**src/rtl/fetch_stage.sv**
```systemverilog
// fetch_stage: instruction fetch; owns the PC, runs one imem req/ack at a
// time and buffers fetched words in a QDEPTH-entry queue for Decode.
// Ports: clk, rst (sync, active-low); imem_req/addr/ack/rdata fetch port;
// stall, branch_taken/branch_target control; inst/pc_out/inst_valid out.
// Build macro FETCH_PERF_CNT_EN adds perf_bubble_cnt and perf_flush_cnt.
module fetch_stage #(
  parameter int unsigned      WIDTH    = 32,
  parameter logic [WIDTH-1:0] RESET_PC = '0,
  parameter int unsigned      QDEPTH   = 2
) (
  input  logic             clk,
  input  logic             rst,
  output logic             imem_req,
  output logic [WIDTH-1:0] imem_addr,
  input  logic             imem_ack,
  input  logic [WIDTH-1:0] imem_rdata,
  input  logic             stall,
  input  logic             branch_taken,
  input  logic [WIDTH-1:0] branch_target,
  output logic [WIDTH-1:0] inst,
  output logic [WIDTH-1:0] pc_out,
  output logic             inst_valid
`ifdef FETCH_PERF_CNT_EN
  ,
  output logic [31:0]      perf_bubble_cnt,
  output logic [31:0]      perf_flush_cnt
`endif
);

  localparam int unsigned PW = $clog2(QDEPTH);
  localparam int unsigned CW = PW + 1;

  typedef enum logic [1:0] {
    S_IDLE,
    S_WAIT,
    S_DISC
  } state_e;

  state_e           state_q, state_d;
  logic [WIDTH-1:0] pc_q, pc_d;
  logic [WIDTH-1:0] addr_q, addr_d;
  logic [WIDTH-1:0] qdata_q [QDEPTH];
  logic [WIDTH-1:0] qpc_q   [QDEPTH];
  logic [PW-1:0]    rd_q, wr_q;
  logic [CW-1:0]    cnt_q;
  logic [CW-1:0]    cnt_nopush;
  logic [CW-1:0]    cnt_push;
  logic             pop, push, req;
  logic             room_idle, room_ack;

  always_comb begin
    inst_valid = (cnt_q != '0);
    inst       = inst_valid ? qdata_q[rd_q] : '0;
    pc_out     = inst_valid ? qpc_q[rd_q] : '0;
    pop        = inst_valid && !stall;
    // occupancy after this cycle's pop, with and without a push
    cnt_nopush = cnt_q - CW'(pop);
    cnt_push   = cnt_nopush + CW'(1);
    room_idle  = cnt_nopush < CW'(QDEPTH);
    room_ack   = cnt_push < CW'(QDEPTH);
  end

  always_comb begin
    state_d = state_q;
    pc_d    = pc_q;
    push    = 1'b0;
    req     = 1'b0;
    unique case (state_q)
      S_IDLE: begin
        if (branch_taken) begin
          pc_d = branch_target;
        end else if (room_idle) begin
          req     = 1'b1;
          state_d = S_WAIT;
        end
      end
      S_WAIT: begin
        req = 1'b1;
        if (branch_taken) begin
          pc_d    = branch_target;
          state_d = imem_ack ? S_IDLE : S_DISC;
        end else if (imem_ack) begin
          push    = 1'b1;
          pc_d    = pc_q + WIDTH'(4);
          state_d = room_ack ? S_WAIT : S_IDLE;
        end
      end
      S_DISC: begin
        req = 1'b1;
        if (branch_taken) pc_d = branch_target;
        if (imem_ack) state_d = S_IDLE;
      end
      default: state_d = S_IDLE;
    endcase
    // address is frozen for the life of a request, even in DISCARD
    addr_d = (state_d == S_WAIT) ? pc_d : addr_q;
  end

  assign imem_req  = req && rst;
  assign imem_addr = (state_q == S_IDLE) ? pc_q : addr_q;

  always_ff @(posedge clk) begin
    if (!rst) begin
      state_q <= S_IDLE;
      pc_q    <= RESET_PC;
      addr_q  <= RESET_PC;
      rd_q    <= '0;
      wr_q    <= '0;
      cnt_q   <= '0;
    end else begin
      state_q <= state_d;
      pc_q    <= pc_d;
      addr_q  <= addr_d;
      if (branch_taken) begin
        rd_q  <= '0;
        wr_q  <= '0;
        cnt_q <= '0;
      end else begin
        if (push) wr_q <= wr_q + PW'(1);
        if (pop)  rd_q <= rd_q + PW'(1);
        cnt_q <= cnt_q + CW'(push) - CW'(pop);
      end
    end
  end

  always_ff @(posedge clk) begin
    if (rst && push) begin
      qdata_q[wr_q] <= imem_rdata;
      qpc_q[wr_q]   <= pc_q;
    end
  end

`ifdef FETCH_PERF_CNT_EN
  localparam int unsigned DW = CW + 1;

  logic [31:0]   bub_q, fl_q;
  logic [DW-1:0] drop_n;
  logic          rsp_drop;
  logic [32:0]   fl_sum;

  always_comb begin
    rsp_drop = imem_ack &&
               (state_q == S_DISC ||
                (state_q == S_WAIT && branch_taken));
    drop_n   = (branch_taken ? {1'b0, cnt_q} : '0) + DW'(rsp_drop);
    fl_sum   = {1'b0, fl_q} + 33'(drop_n);
  end

  always_ff @(posedge clk) begin
    if (!rst) begin
      bub_q <= '0;
      fl_q  <= '0;
    end else begin
      if (!inst_valid && bub_q != '1) bub_q <= bub_q + 32'd1;
      fl_q <= fl_sum[32] ? '1 : fl_sum[31:0];
    end
  end

  assign perf_bubble_cnt = bub_q;
  assign perf_flush_cnt  = fl_q;
`endif

endmodule

```
**config.mk**
```make
export PLATFORM = sky130hd
export DESIGN_NAME = fetch_stage
export DESIGN_NICKNAME = d
export VERILOG_FILES = /design/src/rtl/fetch_stage.sv
export SDC_FILE = /design/constraint.sdc
export NUM_CORES = 1
export LEC_CHECK = 0
export CAP_MARGIN = 0
export CORE_ASPECT_RATIO = 1.25
export CORE_UTILIZATION = 50
export DETAILED_ROUTE_END_ITERATION = 10
export PLACE_DENSITY = 0.77
export SETUP_SLACK_MARGIN = 0.2
export SLEW_MARGIN = 20
export SYNTH_ARGS = -nofsm -noshare
export SYNTH_HDL_FRONTEND = slang
export SYNTH_SLANG_ARGS = --single-unit
```
**constraint.sdc**
```tcl
create_clock -name clk -period 14.6 [get_ports clk]
set_clock_uncertainty 0.2 [all_clocks]
set_input_delay 2.19 -clock clk [delete_from_list [all_inputs] [get_ports clk]]
set_output_delay 2.19 -clock clk [all_outputs]
set_load 0.02 [all_outputs]
```
==> impl_metrics.yaml, run 1 <==
global_route:
  antenna_violations_before_repair: 0
  grt_pass1_vias: 6536
  grt_first_pass_wirelength_mm: 34.1
  grt-ovfl-total: 0
  pin_count_of_the_biggest_net_entering_global_routing: 65
  groute.usage.overall_pct: 23.5
synthesis:
  ys_ff_latch: 199
  synthFlopType: "sky130_fd_sc_hd__edfxtp_1"
  synth.lib_cells_used.distinct: 72
  synthesis.instances: 790
  synth.yosys.seq_area_share_pct: 57.1
  synth_enable_flop_cells: 128
  synth_nets: 865
  synthesis.area_per_instance_sq_um: 11.7
  synth.cell_area_sq_um: 9220
  ys_warn_count: 0
  async_reset_ff_share_pct: 0
power:
  power_spent_charging_and_discharging_nets_mw: 0.339
  vdd_ir_drop_max_v: 0.0000788
  netSwitchingFraction_pct: 25.6
  power_report.internal_total_mw: 0.988
  combPwrFrac_pct: 15.3
  leakage_power_total_nw: 4.01
  design_power_total_mw: 1.33
  power.share.clock_pct: 35.7
  seq_power_share_pct: 49.0
  power_per_cell_area_nw_per_um2: 115
sta:
  hold_slack_ps: 255
  worst_pin_slew_ps: 972
  min_period_ps: 6750
  min_period_over_period_pct: 46.3
  final-setup-viol-count: 0
  setup_tns_ps: 0
  hold_violations: 0
  setup_repair_after_global_routing_missed_its_margin: "no"
  post-route-worst-setup-slack_ps: 7850
  max_slew_headroom_at_the_worst_pin_pct: 35.0
  timing_max_transition_violations_final: 0
  max_freq_mhz: 148
clock_network:
  clock-root-buffer: "sky130_fd_sc_hd__clkbuf_16"
  cts_hold_repair.buffers: 0
  cts.repair_timing.setup_buffer_count: 0
  clock_buffer_depth: 2
  cts.clk_slew.worst_paths_ps: 70
  post_cts_resize_count: 0
  cts.htree.levels: 4
  tritoncts: "done"
  worstSkewPairLatency_ps: 430
  cts.sinks: 199
  cts_made_buffers: 17
place:
  gpl.final_weighted_congestion: 0.860
  dpl.hpwl_mm: 14.0
  post-place-ws_ps: 7880
  port_buffers: 166
  place_inst: 1137
worst_setup_path:
  cp-end-kind: "output port"
  cp-start-kind: "input pin"
  path_max_fanout: 31
  timing.critical_path.arrival_ps: 4360
  ws_path_type: "input pin to output port"
  critPathRequiredTime_ps: 12210
route:
  vias_per_cell: 5.79
  antenna_violating_nets_post_route: 0
  num_vias: 6771
  dr.first_iter.drc_count: 793
  detail_route.first_pass.iterations: 6
  wl_mm: 21.9
  drt-wirelength-per-cell_microns: 18.7
  drc: 0
job:
  maxCapViolations: 0
die:
  ioPinCount: 167
  dieWidth_microns: 123
  core_area_sq_um: 18100
  initial_standard_cell_utilization_of_the_core_pct: 50.9
  placement_rows: 55
  floorplan.die.height_microns: 154
  dieArea_sq_um: 19000
finish:
  nFillCells: 1462
  area.sequential_sq_um: 5270
  diodes: 0
  multi_input_area_sq_um: 3580
  finalNetCount: 1003
  post_layout_nonfiller_instances: 1169
  area.growth.synth_to_final_pct: 25.1
  drive_gt1_share_pct: 10.9
worst_hold_path:
  min_path_type: "register to register"
status:
  run_status: "finished, final reports clean"
sequential cells by signal, summed over array words and instances (netlist names), named ones only:
register,flops
addr_q,32
cnt_q,2
pc_q,32
qdata_q,64
qpc_q,64
rd_q,1
state_q,2
wr_q,1
cells in the final DEF, fill, tap and decap left out, types with 7 or more instances in the layout:
master / instances
sky130_fd_sc_hd__nand2_1: 26
sky130_fd_sc_hd__edfxtp_1: 128
sky130_fd_sc_hd__nor3_1: 21
sky130_fd_sc_hd__nor2_1: 123
sky130_fd_sc_hd__clkbuf_16: 17
sky130_fd_sc_hd__inv_1: 10
sky130_fd_sc_hd__clkdlybuf4s50_1: 166
sky130_fd_sc_hd__nand3_1: 15
sky130_fd_sc_hd__o211a_1: 17
sky130_fd_sc_hd__mux2i_1: 68
sky130_fd_sc_hd__o21ai_0: 42
sky130_fd_sc_hd__a21oi_1: 36
sky130_fd_sc_hd__xnor2_1: 10
sky130_fd_sc_hd__mux2_2: 32
sky130_fd_sc_hd__xor2_1: 7
sky130_fd_sc_hd__a221oi_1: 13
sky130_fd_sc_hd__buf_4: 14
sky130_fd_sc_hd__dfxtp_1: 70
cell type report:
cell class / count / share of cell area [%]
Multi-Input combinational cell: 520 / 31.1
Inverter: 10 / 0.326
Timing Repair Buffer: 180 / 15.3
Clock inverter: 12 / 1.30
Sequential cell: 199 / 45.7
Tap cell: 228 / 2.48
Clock buffer: 20 / 3.79
synth_stat cells (all sizes together), types with 4 or more instances:
cell	number	share of area (%)
a31oi	6	0.41
xor2	7	0.67
and3	9	0.67
mux2	32	3.9
a221o	4	0.43
clkbuf	42	2.6
o221a	6	0.73
xnor2	10	0.95
o22ai	4	0.27
inv	10	0.41
a211oi	5	0.41
a21oi	36	2.0
edfxtp	128	42
dfxtp	71	15
buf	18	0.99
o21ai	44	2.4
nand4	7	0.64
nor3	23	1.2
ha	6	0.81
o211a	17	1.8
mux2i	68	7.4
nor2	126	5.1
nand3	17	1.1
a221oi	13	1.2
nand2	26	1.1
nor4	5	0.50
final timing paths:
check | start | endpoint | slack, ps | depth (start not counted)
max | branch_taken | imem_req | 7850 | 7
min | addr_q[20]$_SDFFE_PN0N_ | addr_q[20]$_SDFFE_PN0N_ | 250 | 2
max reg2reg | state_q[1]$_SDFF_PN0_ | addr_q[25]$_SDFFE_PN0N_ | 10500 | 9
min reg2reg | addr_q[20]$_SDFFE_PN0N_ | addr_q[20]$_SDFFE_PN0N_ | 250 | 2
worst max-delay path, stage by stage:
cell	delay, ps
sky130_fd_sc_hd__clkdlybuf4s50_1	390
sky130_fd_sc_hd__buf_4	240
sky130_fd_sc_hd__inv_1	420
sky130_fd_sc_hd__and3_2	340
sky130_fd_sc_hd__nor2_1	60
sky130_fd_sc_hd__nor2_1	100
sky130_fd_sc_hd__clkdlybuf4s50_1	610
metrics by stage:
stage / area [sq um] / utilization, %
detailed placement: 10900 / 60.4
global route: 11500 / 63.7
finish: 11500 / 63.7
floorplan: 9220 / -
global placement: 10900 / 60.4
CTS: 11500 / 63.7
power groups by stage:
stage	logic (mW)	clock network, mW	registers (mW)
floorplan	0.132	0	0.652
detailed placement	0.202	0	0.662
global placement	0.199	0	0.661
finish	0.203	0.474	0.650
CTS	0.203	0.480	0.649
global route	0.219	0.498	0.654
metal layers:
layer | part of all wire [%] | GRT usage, % | vias up
met5 | 0 | 0 | -
met4 | 3.0 | 10.3 | 0
met3 | 6.9 | 4.67 | 40
met2 | 50 | 38.9 | 267
met1 | 40 | 29.5 | 3237
li1 | - | - | 3227
cells by family after synthesis:
logic type | synth area share [%]
AND/OR/NAND/NOR | 11.8
adder cells (fa/ha/maj) | 0.815
multiplexers | 11.3
AO/OA/AOI/OAI | 13.0
XOR/XNOR | 1.62
flip-flops | 57.1
buffers and inverters | 4.37
No activity file was read; power rests on OpenSTA's default activity.
==> run 2: changes to the inputs <==
CORE_UTILIZATION = 48   (was 50)
clock period = 5.65 ns   (was 14.6 ns; I/O delays follow)
==> run 2 against run 1 <==
Net effect:
- core utilization shrank 2.0 points
- setup slack lost 6400 ps
- flip-flop and latch count unchanged
- non-clock buffer count increased by 2
- cell area is 0.58% higher
- count of clock-buffer cells in the layout stayed put
- worst hold slack improved by 7.4 ps
- via count is 1.8% higher
- critical path type is now register to output port
==> impl_metrics.yaml, run 2 (synthesis results as in run 1) <==
sta:
  min_period_over_period_pct: 75.0
  max_freq_mhz: 236
  final-setup-viol-count: 0
  worst_pin_slew_ps: 1080
  hold_violations: 0
  timing_max_transition_violations_final: 0
  post-route-worst-setup-slack_ps: 1410
  min_period_ps: 4240
  setup_repair_after_global_routing_missed_its_margin: "no"
  max_slew_headroom_at_the_worst_pin_pct: 27.7
worst_hold_path:
  min_path_type: "register to register"
  hold_path_startpoint: "addr_q[22]$_SDFFE_PN0N_"
  worst_hold_path.num_cells: 2
  whs_endpoint: "addr_q[22]$_SDFFE_PN0N_"
die:
  floorplan.die.height_microns: 157
  dieWidth_microns: 126
  placement_rows: 56
  core_area_sq_um: 18800
  initial_standard_cell_utilization_of_the_core_pct: 49.1
  dieArea_sq_um: 19800
  ioPinCount: 167
power:
  leakage_power_total_nw: 4.03
  vdd_ir_drop_max_v: 0.000193
  power_per_cell_area_nw_per_um2: 298
place:
  post-place-ws_ps: 1290
  place_inst: 1143
  port_buffers: 166
  dpl.hpwl_mm: 14.8
  gpl.final_weighted_congestion: 0.849
clock_network:
  clock-root-buffer: "sky130_fd_sc_hd__clkbuf_16"
  post_cts_resize_count: 0
  worstSkewPairLatency_ps: 430
  cts.sinks: 199
  cts.repair_timing.setup_buffer_count: 0
  tritoncts: "done"
  clock_buffer_depth: 2
  cts.htree.levels: 4
  cts_hold_repair.buffers: 0
  cts_made_buffers: 17
  cts.clk_slew.worst_paths_ps: 70
finish:
  layout_commonest_cell: "sky130_fd_sc_hd__clkdlybuf4s50_1"
  post_layout_nonfiller_instances: 1175
  layout.cells.most_common_list: "sky130_fd_sc_hd__clkdlybuf4s50_1, sky130_fd_sc_hd__edfxtp_1, sky130_fd_sc_hd__nor2_1"
  diodes: 0
  layout_top_registers: "qdata_q (64), qpc_q (64)"
  drive_gt1_share_pct: 11.3
  area.growth.synth_to_final_pct: 25.8
  finalNetCount: 1005
global_route:
  grt_pass1_vias: 6590
  antenna_violations_before_repair: 0
  pin_count_of_the_biggest_net_entering_global_routing: 65
  grt-ovfl-total: 0
  groute.usage.overall_pct: 23.1
  grt_first_pass_wirelength_mm: 35.1
worst_setup_path:
  worst-r2r-cell-count: 9
  ff_to_ff_end: "addr_q[4]$_SDFFE_PN0N_"
  ws_path_type: "register to output port"
  launching_element_of_the_worst_setup_path: "state_q[0]$_SDFF_PN0_"
  worstReg2RegStart: "state_q[0]$_SDFF_PN0_"
  cp_slowest_cell: "sky130_fd_sc_hd__ha_1"
  reg2reg_slack_ps: 1670
  cp-start-kind: "register"
  critPathMostFrequentCell: "sky130_fd_sc_hd__nor2_1"
  path_max_fanout: 21
  cp-end-kind: "output port"
  worstPathCellList: "inv_1, ha_1, buf_4, and3_2, nor2_1, nor2_1, clkdlybuf4s50_1"
  timing.critical_path.arrival_ps: 3190
  critPathRequiredTime_ps: 4600
  timing.critical_path.slowest_cell_delay_ps: 790
route:
  vias_per_cell: 5.87
  antenna_violating_nets_post_route: 0
  drt-wirelength-per-cell_microns: 19.1
  wl_mm: 22.4
  detail_route.first_pass.iterations: 6
  dr.first_iter.drc_count: 777
  drc: 0
  num_vias: 6895
status:
  run_status: "finished, final reports clean"
job:
  maxCapViolations: 0
==> run 2: cell count changes in the layout (fill, tap and decap cells not counted), sizes merged <==
cell / change
buf: +2
clkinv: -3
clkinvlp: +2
inv: +1
==> run 2: worst max path at each step <==
stage	to	cells after the start	slack (ps)
floorplan	qdata_q[0][0]$_DFFE_PP_	3	-650
global placement	addr_q[4]$_SDFFE_PN0N_	8	1350
detailed placement	addr_q[27]$_SDFFE_PN0N_	8	1290
CTS	imem_req	7	1430
global route	imem_req	7	1260
finish	imem_req	7	1410
==> run 2: power breakdown <==
part | total [mW] | leakage, nW | switching (mW) | internal (mW)
registers | 1.68 | 1.76 | 0.0693 | 1.61
logic | 0.529 | 1.99 | 0.286 | 0.243
clock network | 1.24 | 0.285 | 0.537 | 0.705
total | 3.45 | 4.03 | 0.892 | 2.56
==> run 2: per-stage QoR <==
stage | setup TNS, ps | util (%) | hold slack [ps] | area [sq um] | total power [mW]
floorplan | -83270 | - | 224 | 9220 | 2.03
global placement | 0 | 58.2 | 244 | 10900 | 2.22
detailed placement | 0 | 58.5 | 252 | 11000 | 2.24
CTS | 0 | 61.7 | 262 | 11600 | 3.47
global route | 0 | 61.7 | 296 | 11600 | 3.58
finish | 0 | 61.7 | 262 | 11600 | 3.45
==> run 2: critical path: cells and delay by family, from the launching register on <==
family                     cells  cell delay (ps)
and+or+nand+nor                3              430
buffers and inverters          3             1170
DFF                            1              330
adders and majority gates      1              790
==> run 2: area by class of cell <==
| type | instances | area [sq um] |
|---|---|---|
| fillers | 1504 | 7190 |
| flip-flops and latches | 199 | 5270 |
| multi-input cells | 520 | 3580 |
| repair buffers | 182 | 1810 |
| clock buffers | 20 | 437 |
| well taps | 232 | 290 |
| clock inverters | 12 | 166 |
| inverters | 10 | 37.5 |
==> run 2: layer usage <==
metal	track usage [%]	vias to the layer above	share of wire [%]
met2	40.5	295	51
met1	27.7	3325	39
li1	-	3223	-
met5	0	-	0
met3	4.38	52	6.5
met4	10.3	0	2.9
==> edit 1, RTL diff (config.mk and constraints of run 1) <==
Set the parameter `WIDTH` to 28 (it was 32).
--- a/src/rtl/fetch_stage.sv
+++ b/src/rtl/fetch_stage.sv
@@ -4,7 +4,7 @@
 // stall, branch_taken/branch_target control; inst/pc_out/inst_valid out.
 // Build macro FETCH_PERF_CNT_EN adds perf_bubble_cnt and perf_flush_cnt.
 module fetch_stage #(
-  parameter int unsigned      WIDTH    = 32,
+  parameter int unsigned      WIDTH    = 28,
   parameter logic [WIDTH-1:0] RESET_PC = '0,
   parameter int unsigned      QDEPTH   = 2
 ) (
Ports: changed (5 resized); port bits go from 167 to 147. The function was not compared with the original's and may differ.
==> edit 1 against run 1 <==
  * Wire length is 6.8% lower
  * Combinational power fell by 15%
  * Setup slack gained 0.15 ns
  * Sequential share of layout area decreased by 1.2 points
  * Synthesized area decreased by 11%
  * Total power down 9.4%
  * Sequential cell count decreased by 24
  * Sequential power decreased by 13%
  * Critical path depth increased by 1
  * Global-route usage rose by 1.4 points
  * Fmax rose by 2.2%
  * Cell area fell by 9.9%
  * Critical endpoint unchanged
  * Highest routed layer unchanged
==> edit 1: results <==
group,metric,value,unit
cells_and_area,multi_input_area_share,0.315,
cells_and_area,sh_seq_area,0.446,
route,routed_via_density,5.85,
pwr,p_seq,566,uW
cells_and_area,num-nonclk-buffers,157,
sta,worstMarginPinSlew,1.04,ns
synth,synth_area_leaders,"edfxtp_1, dfxtp_1, mux2i_1, nor2_1, mux2_2",
place,dpl-instance-area,9780,sq um
cells_and_area,inv_count,17,
route,wirelength,20400,microns
synth,syn-num-nets,786,
place,post-place-ws,8.01,ns
place,hpwl,13500,microns
synth,ys_seq_area_frac,0.566,
cells_and_area,reg.largest.list,"qdata_q: 56 flops, qpc_q: 56 flops",
route,wl_met2,10300,microns
run_status,status,"completed",
synth,ys_ff_latch,175,
die,die_x,116,microns
critical_path,cp_max_fo,3,
global_routing,grt_first_pass_wirelength,31600,microns
cells_and_area,regArea,4630,sq um
critical_path,cp.arrival,4.22,ns
critical_path,critPathMaxStageDelay,0.63,ns
critical_path,r2r_end,"addr_q[14]",
global_routing,grt_use_met2,0.434,
synth,ys_types,80,
pwr,power_switching_share,0.255,
global_routing,use_met3,0.0475,
place,port_buffers,146,
hold_path,hp-start,"addr_q[0]",
synth,avgSynthCellArea,11.4,sq um
global_routing,grt_usage,0.249,
critical_path,reg2reg_depth,8,
place,place.gp.congestion,0.882,
sta,fin_crit,6.61,ns
route,wl_met1,8180,microns
cells_and_area,nets,914,
cells_and_area,multi_input_cells,477,
cells_and_area,fin_cells,1070,
critical_path,r2r_slack,11.10,ns
critical_path,startpoint,"stall",
cells_and_area,nFillCells,1222,
## edit 1: cell types whose count changed in the layout (fill, tap and decap cells not counted), moves of 7 or more
cell | before | now
dfxtp_1 | 70 | 62
o22ai_1 | 4 | 12
nand2_1 | 26 | 36
mux2i_1 | 68 | 59
o221ai_1 | 0 | 7
nand3_1 | 15 | 8
a21oi_1 | 36 | 23
o21ai_0 | 42 | 14
edfxtp_1 | 128 | 112
o211a_1 | 17 | 1
clkdlybuf4s50_1 | 166 | 146
xnor2_1 | 10 | 3
a221oi_1 | 13 | 3
## edit 1: logic make-up (layout without fill, tap and decap cells)
group / after synthesis / in the layout / share of synthesized area
AO/OA/AOI/OAI: 127 / 127 / 0.113
buffers and inverters: 65 / 206 / 0.0345
XOR/XNOR: 7 / 7 / 0.00935
multiplexers: 89 / 89 / 0.114
adder cells (fa/ha/maj): 8 / 8 / 0.0123
AND/OR/NAND/NOR: 246 / 246 / 0.152
flip-flops: 175 / 175 / 0.566
==> edit 2, RTL diff (config.mk and constraints of run 1) <==
Made on the original files. Encoding of `state_e`: now one-hot (3 bits for 3 states).
--- a/src/rtl/fetch_stage.sv
+++ b/src/rtl/fetch_stage.sv
@@ -30,10 +30,10 @@
   localparam int unsigned PW = $clog2(QDEPTH);
   localparam int unsigned CW = PW + 1;
 
-  typedef enum logic [1:0] {
-    S_IDLE,
-    S_WAIT,
-    S_DISC
+  typedef enum logic [2:0] {
+    S_IDLE = 3'b001,
+    S_WAIT = 3'b010,
+    S_DISC = 3'b100
   } state_e;
 
   state_e           state_q, state_d;
Formal check against the unedited RTL: no difference found for any inputs over 4 cycles, from zero or initial values and one cycle with rst low; so few cycles prove little.
==> edit 2 against run 1 <==
  * Synthesized area is 1.6% lower
  * Cell area down 1.1%
  * Non-clock buffer count down 6
  * Wire length decreased by 1.3%
  * Total power is 6.2% lower
  * Fmax up 1.8%
  * Sequential cell count up 1
  * Setup slack improved by 0.12 ns
  * Largest power group unchanged
  * Highest routed layer unchanged
==> edit 2: results <==
group,metric,value,unit
sta,worstMarginPinSlew,1.10,ns
clock_tree,htree_levels,4,
synth,synthMuxAreaShare,0.0762,
synth,synth_compound_gate_area_share,0.105,
synth,synth_area_leaders,"edfxtp_1, dfxtp_1, mux2i_1, nand2_1, nor2_1",
pwr,p_switching,320,uW
critical_path,reg2reg_depth,5,
hold_path,hold_end,"addr_q[9]",
synth,ys_warn_count,0,
pwr,leakage,0.00387,uW
place,place.gp.congestion,0.898,
global_routing,grt_pass1_vias,6621,
critical_path,r2r_slack,10.51,ns
critical_path,cp.arrival,4.24,ns
global_routing,antenna_found_initial,0,
route,drtIter0Drc,601,
route,drt-wirelength-per-cell,17.5,microns
place,dpl-instance-area,10800,sq um
place,post-place-ws,7.97,ns
critical_path,critPathMaxStageDelay,0.56,ns
synth,yosys-top-cells-count,"edfxtp_1, nand2_1, nor2_1, dfxtp_1, mux2i_1",
synth,avgSynthCellArea,10.5,sq um
place,hpwl,14200,microns
critical_path,startpoint,"stall",
synth,ys_types,66,
synth,syn-num-nets,938,
synth,synth-main-ff-cell,"edfxtp_1",
global_routing,grt_first_pass_wirelength,33800,microns
synth,synthAdderAreaFrac,0.00552,
route,num_vias,6979,
cells_and_area,nFillCells,1402,
sta,hold_ws,0.258,ns
sta,fin_crit,6.63,ns
run_status,status,"completed",
critical_path,path_delay_family,"buffers and inverters",
synth,synth-xor-area-share,0.0222,
cells_and_area,nets,1071,
global_routing,grt_usage,0.234,
critical_path,cp_max_fo,4,
synth,ys_seq_area_frac,0.583,
global_routing,grt_max_degree,67,
pwr,vdd_ir_drop_max,0.0745,mV
route,drt_pass1_iterations,7,
critical_path,r2r_end,"qpc_q[1][14]",
hold_path,hp-start,"addr_q[9]",
cells_and_area,drive_above_1_share,0.0593,
==> edit 2: power by group through the flow <==
stage	Combinational (uW)	Sequential, uW	Clock (uW)
floorplan	91.4	648	0
global placement	150	657	0
detailed placement	152	658	0
CTS	153	646	450
global route	167	649	471
finish	154	647	444
==> edit 2: final cells by class <==
| class | instances | area [sq um] | area share |
|---|---|---|---|
| tap | 224 | 280 | 0.0246 |
| multi-input combinational | 592 | 3510 | 0.308 |
| timing repair buffer | 174 | 1720 | 0.151 |
| sequential | 200 | 5290 | 0.464 |
| inverter | 13 | 48.8 | 0.00428 |
| clock buffer | 18 | 429 | 0.0376 |
| clock inverter | 14 | 124 | 0.0109 |
==> edit 2: per-layer routing <==
metal / share of wire / track usage / up-vias
met3: 0.067 / 0.0415 / 52
met2: 0.49 / 0.389 / 286
li1: - / - / 3359
met4: 0.031 / 0.108 / 0
met1: 0.42 / 0.293 / 3282
met5: 0 / 0 / -
